==> src/rtl/snake_pkg.sv <==
// Shared definitions for the snake food placement logic.
//   - food_state_e : placement FSM states
//   - coord_t      : 11-bit screen coordinate
//   - arena origin, fallback cell and LFSR seed/taps
//   - lfsr16_next  : one step of the 16-bit Fibonacci LFSR
package snake_pkg;

    typedef logic [10:0] coord_t;

    typedef enum logic [1:0] {
        StIdle,
        StGen,
        StQuery,
        StCommit
    } food_state_e;

    // Arena is 256x256 cells anchored at (ArenaLeft, ArenaTop).
    localparam int unsigned ArenaLeft = 212;
    localparam int unsigned ArenaTop  = 112;
    localparam int unsigned FallbackX = 340;
    localparam int unsigned FallbackY = 240;

    localparam logic [15:0] LfsrSeed = 16'hACE1;
    // Taps 16,14,13,11 expressed as bit positions 15,13,12,10.
    localparam logic [15:0] LfsrTaps = 16'hB400;

    function automatic logic [15:0] lfsr16_next(input logic [15:0] s);
        return {s[14:0], ^(s & LfsrTaps)};
    endfunction

endpackage

==> src/rtl/snake_lfsr16.sv <==
// Free-running 16-bit Fibonacci LFSR used as the food position source.
// Ports:
//   Clock  - system clock, rising edge
//   Reset  - synchronous, active-high; loads LfsrSeed
//   oLfsr  - current LFSR state (never zero)
module snake_lfsr16
    import snake_pkg::*;
(
    input  logic        Clock,
    input  logic        Reset,
    output logic [15:0] oLfsr
);

    logic [15:0] lfsr_q;

    always_ff @(posedge Clock) begin
        if (Reset) begin
            lfsr_q <= LfsrSeed;
        end else begin
            lfsr_q <= lfsr16_next(lfsr_q);
        end
    end

    assign oLfsr = lfsr_q;

endmodule

==> src/rtl/snake_food_ctrl.sv <==
// Food placement controller for the snake game.
// Picks a pseudo-random cell inside the 256x256 arena, asks the snake body whether the cell is
// occupied, retries up to MAX_TRY times and falls back to (FALLBACK_X, FALLBACK_Y) if every
// attempt collides.
// Optional feature: define SNAKE_FOOD_TIMEOUT_EN to relocate food that has not been eaten within
// TIMEOUT_FRAMES frames; without it iFrameTick is unused.
// Ports:
//   Clock, Reset                   - clock, synchronous active-high reset
//   iEaten                         - pulse, head reached food (honoured only in IDLE)
//   iGameOver                      - level, halts placement; falling edge places fresh food
//   iFrameTick                     - pulse per video frame (timeout build only)
//   oQueryValid, oQueryX, oQueryY  - occupancy query to the snake body
//   iQueryDone, iQueryHit          - query response
//   oFoodLocationX/Y, oFoodValid   - committed food cell and its visibility
//   oBusy, oTryCount               - placement in progress, attempts used
module snake_food_ctrl
    import snake_pkg::*;
#(
    parameter int unsigned LIM_H_IZQ      = ArenaLeft,
    parameter int unsigned LIM_V_UP       = ArenaTop,
    parameter int unsigned MAX_TRY        = 15,
    parameter int unsigned FALLBACK_X     = FallbackX,
    parameter int unsigned FALLBACK_Y     = FallbackY,
    parameter int unsigned TIMEOUT_FRAMES = 600
) (
    input  logic         Clock,
    input  logic         Reset,
    input  logic         iEaten,
    input  logic         iGameOver,
    input  logic         iFrameTick,
    output logic         oQueryValid,
    output logic [10:0]  oQueryX,
    output logic [10:0]  oQueryY,
    input  logic         iQueryDone,
    input  logic         iQueryHit,
    output logic [10:0]  oFoodLocationX,
    output logic [10:0]  oFoodLocationY,
    output logic         oFoodValid,
    output logic         oBusy,
    output logic [3:0]   oTryCount
);

    localparam coord_t     OriginX = coord_t'(LIM_H_IZQ);
    localparam coord_t     OriginY = coord_t'(LIM_V_UP);
    localparam coord_t     FbX     = coord_t'(FALLBACK_X);
    localparam coord_t     FbY     = coord_t'(FALLBACK_Y);
    localparam logic [3:0] MaxTry  = 4'(MAX_TRY);

    food_state_e state_q, state_d;
    coord_t      query_x_q, query_x_d;
    coord_t      query_y_q, query_y_d;
    coord_t      food_x_q, food_x_d;
    coord_t      food_y_q, food_y_d;
    logic        valid_q, valid_d;
    logic [3:0]  try_q, try_d;
    logic        fallback_q, fallback_d;
    logic        game_over_q;
    logic [15:0] lfsr;

`ifdef SNAKE_FOOD_TIMEOUT_EN
    localparam logic [15:0] FrameLast = 16'(TIMEOUT_FRAMES - 1);
    logic [15:0] frame_q, frame_d;
`else
    logic unused_tick;
    assign unused_tick = iFrameTick ^ (TIMEOUT_FRAMES == 0);
`endif

    snake_lfsr16 u_lfsr (
        .Clock (Clock),
        .Reset (Reset),
        .oLfsr (lfsr)
    );

    always_comb begin
        state_d    = state_q;
        query_x_d  = query_x_q;
        query_y_d  = query_y_q;
        food_x_d   = food_x_q;
        food_y_d   = food_y_q;
        valid_d    = valid_q;
        try_d      = try_q;
        fallback_d = fallback_q;
`ifdef SNAKE_FOOD_TIMEOUT_EN
        frame_d    = frame_q;
`endif

        unique case (state_q)
            StIdle: begin
                if (iEaten) begin
                    valid_d = 1'b0;
                    state_d = StGen;
                end
`ifdef SNAKE_FOOD_TIMEOUT_EN
                else if (valid_q && iFrameTick) begin
                    if (frame_q == FrameLast) begin
                        valid_d = 1'b0;
                        frame_d = '0;
                        state_d = StGen;
                    end else begin
                        frame_d = frame_q + 16'd1;
                    end
                end
`endif
            end
            StGen: begin
                // Zero-extended 8-bit offsets keep candidates inside the 256x256 arena.
                query_x_d = OriginX + coord_t'(lfsr[7:0]);
                query_y_d = OriginY + coord_t'(lfsr[15:8]);
                try_d     = try_q + 4'd1;
                state_d   = StQuery;
            end
            StQuery: begin
                if (iQueryDone) begin
                    if (iQueryHit && (try_q < MaxTry)) begin
                        state_d = StGen;
                    end else begin
                        fallback_d = iQueryHit;
                        state_d    = StCommit;
                    end
                end
            end
            StCommit: begin
                food_x_d = fallback_q ? FbX : query_x_q;
                food_y_d = fallback_q ? FbY : query_y_q;
                valid_d  = 1'b1;
                try_d    = '0;
                state_d  = StIdle;
`ifdef SNAKE_FOOD_TIMEOUT_EN
                frame_d  = '0;
`endif
            end
            default: state_d = StIdle;
        endcase

`ifdef SNAKE_FOOD_TIMEOUT_EN
        if (iEaten) begin
            frame_d = '0;
        end
`endif

        // Fresh food once the game resumes.
        if (game_over_q && !iGameOver) begin
            state_d = StGen;
        end

        // Game over wins over every other event in the same cycle; location is kept.
        if (iGameOver) begin
            state_d = StIdle;
            valid_d = 1'b0;
            try_d   = '0;
`ifdef SNAKE_FOOD_TIMEOUT_EN
            frame_d = '0;
`endif
        end
    end

    always_ff @(posedge Clock) begin
        if (Reset) begin
            state_q     <= StGen;
            query_x_q   <= '0;
            query_y_q   <= '0;
            food_x_q    <= FbX;
            food_y_q    <= FbY;
            valid_q     <= 1'b0;
            try_q       <= '0;
            fallback_q  <= 1'b0;
            game_over_q <= 1'b0;
`ifdef SNAKE_FOOD_TIMEOUT_EN
            frame_q     <= '0;
`endif
        end else begin
            state_q     <= state_d;
            query_x_q   <= query_x_d;
            query_y_q   <= query_y_d;
            food_x_q    <= food_x_d;
            food_y_q    <= food_y_d;
            valid_q     <= valid_d;
            try_q       <= try_d;
            fallback_q  <= fallback_d;
            game_over_q <= iGameOver;
`ifdef SNAKE_FOOD_TIMEOUT_EN
            frame_q     <= frame_d;
`endif
        end
    end

    assign oQueryValid    = (state_q == StQuery);
    assign oQueryX        = query_x_q;
    assign oQueryY        = query_y_q;
    assign oFoodLocationX = food_x_q;
    assign oFoodLocationY = food_y_q;
    assign oFoodValid     = valid_q;
    assign oBusy          = (state_q != StIdle);
    assign oTryCount      = try_q;

endmodule

==> config.mk <==
export PLATFORM = sky130hd
export DESIGN_NAME = snake_food_ctrl
export DESIGN_NICKNAME = d
export VERILOG_FILES = /design/src/rtl/snake_pkg.sv /design/src/rtl/snake_lfsr16.sv /design/src/rtl/snake_food_ctrl.sv
export SDC_FILE = /design/constraint.sdc
export NUM_CORES = 1
export LEC_CHECK = 0
export CAP_MARGIN = 0
export CORE_ASPECT_RATIO = 1.25
export CORE_MARGIN = 5
export CORE_UTILIZATION = 45
export DETAILED_ROUTE_END_ITERATION = 12
export DONT_BUFFER_PORTS = 1
export PLACE_DENSITY = 0.64
export SETUP_SLACK_MARGIN = 0.4
export SLEW_MARGIN = 10
export SYNTH_ARGS = -nofsm -noshare
export SYNTH_HDL_FRONTEND = slang
export SYNTH_SLANG_ARGS = --single-unit
==> constraint.sdc <==
create_clock -name Clock -period 1.34 [get_ports Clock]
set_input_delay 0.268 -clock Clock [delete_from_list [all_inputs] [get_ports Clock]]
set_output_delay 0.268 -clock Clock [all_outputs]
set_load 0.02 [all_outputs]
==> flow_metrics.tcl <==
set metrics [dict create \
    status "finished clean" \
    pre_cts_slack_ns 0.0663 \
    row_count 29 \
    cp.required_ns 1.07 \
    via_per_inst 5.05 \
    yosys.area_share.simple_pct 24.3 \
    timing.final.crit_share_pct 98.0 \
    overflow 0 \
    rsz0062_at_grt "yes" \
    min_path_type "primary input to flip-flop" \
    numCtsBuffers 9 \
    clock_latency_ns 0.32 \
    slew_viol_final 0 \
    boundaryPins 58 \
    die-area_sq_um 6770 \
    hold_viol_final 0 \
    die_y_microns 90.7 \
    cts_tree "built" \
    postSynthCellCount 256 \
    critical_path_arrival_ns 1.05 \
    layout-drive-gt1-share_pct 47.2 \
    fillers 417 \
    grt_pass1_vias 1663 \
    track_usage_pct 16.0 \
    antenna_found_initial 0 \
    wl_met1_mm 2.23 \
    drc_errors 0 \
    drt_pass1_iterations 4 \
    die_x_microns 74.6 \
    clock_skew_ns 0.00498 \
    synth_xor_area_share_pct 2.61 \
    syn_avg_cell_area_sq_um 9.16 \
    leakagePower_nw 1.24 \
    layout_common_cells "dfxtp_4 (40), nand2_1 (29), a21oi_1 (19)" \
    max-vdd-ir-drop_mv 1.12 \
    postCtsHoldBufs 1 \
    grt_max_degree 58 \
    highest_layer "met4" \
    dr_wl_met2_mm 2.72 \
    setup_slack_ns 0.0269 \
    synth.area.mux_share_pct 0.480 \
    path_class "flip-flop to output pin" \
    critPathMaxFanout 3 \
    clk_pin_slew_ns 0.06 \
    wl_per_cell_microns 15.2 \
    drt_iter0_drc 83 \
    fin_nets 292 \
    synth_cell_types 36 \
    port_buffers 0 \
    cp.buffers_inverters 1 \
    dpl.hpwl_mm 3.21 \
    drtAntennaViolNets 0 \
    setup_viol 0 \
    ys_ff_latch 61 \
    synth_top_family_by_area "simple AND/OR/NAND/NOR gates" \
    synthAdderAreaFrac_pct 1.60 \
    seq_area_frac_synth_pct 52.1 \
    antenna_cells 0 \
    crit_chain "buf_6 -> or2_4" \
    wl_met3_microns 212 \
    ys_warn_count 0 \
    grt_pass1_wl_mm 8.43 \
    clockRootBuffer "clkbuf_8" \
    synth_compound_area_share_pct 12.6 \
    area_delta_synth_final_pct 35.3 \
    critPathLaunchType "flip-flop" \
    layout_min_cycle_time_ns 1.31 \
    final_common_cell "dfxtp_4" \
    start_util_pct 46.2 \
    clkSinkCount 61 \
    cts_buffer_depth 2 \
    via_count 1756 \
    cap_violations 0 \
    finalPower_mw 4.04 \
    netlist_area_sq_um 2350 \
    power.density_nw_per_um2 1270 \
    cpMaxStageDelayCell "dfxtp_4" \
    gp_congestion 0.772 \
    endpoint_kind "output pin" \
    fmax_ghz 0.762 \
    drt_wl_total_mm 5.28 \
    core_area_sq_um 5080 \
    cts-htree-levels 3 \
    critPathMaxStageDelay_ns 0.34 \
    crit_family "flip-flops" \
]
-- through the flow --
stage / utilization [%] / instances / setup TNS [ns] / area, sq um / hold slack (ns)
after floorplan: - / 263 / 0 / 2530 / 0.365
after global placement: 48.6 / 308 / 0 / 2470 / 0.344
after detailed placement: 48.6 / 308 / 0 / 2470 / 0.343
after CTS: 58.7 / 338 / -0.00477 / 2980 / -0.0126
after global routing: 62.5 / 348 / -0.0123 / 3170 / -0.0234
final: 62.5 / 348 / 0 / 3170 / 0.00113
-- registers in the layout, indices dropped and copies added, names as in the netlist --
name	flops
oTryCount	4
oFoodLocationY	9
oFoodValid	1
fallback_q	1
oQueryX	9
u_lfsr.oLfsr	16
oFoodLocationX	9
game_over_q	1
state_q	2
oQueryY	9
-- cell type report --
class,instances,area [sq um],area share [%]
inverters,3,11.3,0.355
multi-input cells,176,1190,37.5
clock inverters,5,52.6,1.66
repair buffers,31,337,10.6
well taps,62,77.6,2.44
clock buffers,10,128,4.02
flip-flops and latches,61,1380,43.5
-- final timing paths --
path	from	endpoint	slack, ns	cells after the start
max reg2reg	state_q[0]	fallback_q	0.06	6
max	state_q[0]	oBusy	0.03	2
min reg2reg	u_lfsr.oLfsr[9]	oQueryY[1]	0.43	2
min	Reset	oQueryX[7]	0.001	1
-- kinds of logic (layout without fill, tap and decap cells) --
group           count (synthesis)  count (layout)
simple gates                  108             109
flops                          61              61
compound gates                 48              48
buf+inv                        27              49
xor+xnor                        7               7
fa+ha+maj                       3               3
other cells                     1               8
mux                             1               1
-- synthesized netlist by cell type (all sizes together) --
cell / n / share of area (%)
dfxtp: 61 / 52
nand2: 30 / 4.8
a21oi: 23 / 4.9
nor2: 18 / 2.9
buf: 16 / 4.3
nand3b: 13 / 4.2
nor3: 13 / 2.8
nor2b: 11 / 3.3
o21bai: 9 / 2.9
or2: 9 / 2.4
clkbuf: 8 / 1.3
a211oi: 6 / 1.9
nand2b: 6 / 1.6
o21ai: 6 / 1.3
xor2: 4 / 1.5
ha: 3 / 1.6
inv: 3 / 0.48
xnor2: 3 / 1.1
a311oi: 2 / 1.0
and3: 2 / 0.75
a21o: 1 / 0.37
and2: 1 / 0.27
and3b: 1 / 0.37
conb: 1 / 0.16
mux2: 1 / 0.48
nand3: 1 / 0.21
nand4: 1 / 0.27
nor3b: 1 / 0.32
o22ai: 1 / 0.27
or3: 1 / 0.27
-- per-layer routing --
metal	vias to the layer above	GRT usage (%)
li1	894	-
met1	820	19.4
met2	33	25.4
met3	9	4.79
met4	0	7.42
met5	-	0
-- repair_timing --
item / CTS / global route
setup buffers: 13 / 9
pin swaps: 9 / 13
endpoints found under the hold margin: 27 / 30
gates resized for setup: 92 / 19
cloned: 1 / 1
endpoints found under the setup margin: 88 / 88
-- worst register-to-register path, stage by stage (launching register included) --
cell,delay [ns]
dfxtp_4,0.34
buf_6,0.12
buf_4,0.13
buf_6,0.12
and3b_2,0.27
a21oi_2,0.06
a211oi_1,0.15
-- power by group --
part,total [mW],internal (mW),switching [mW]
Combinational,0.478,0.259,0.218
Clock,1.50,0.838,0.658
Sequential,2.07,1.89,0.175
Total,4.04,2.99,1.05
No activity file was read; power rests on OpenSTA's default activity.
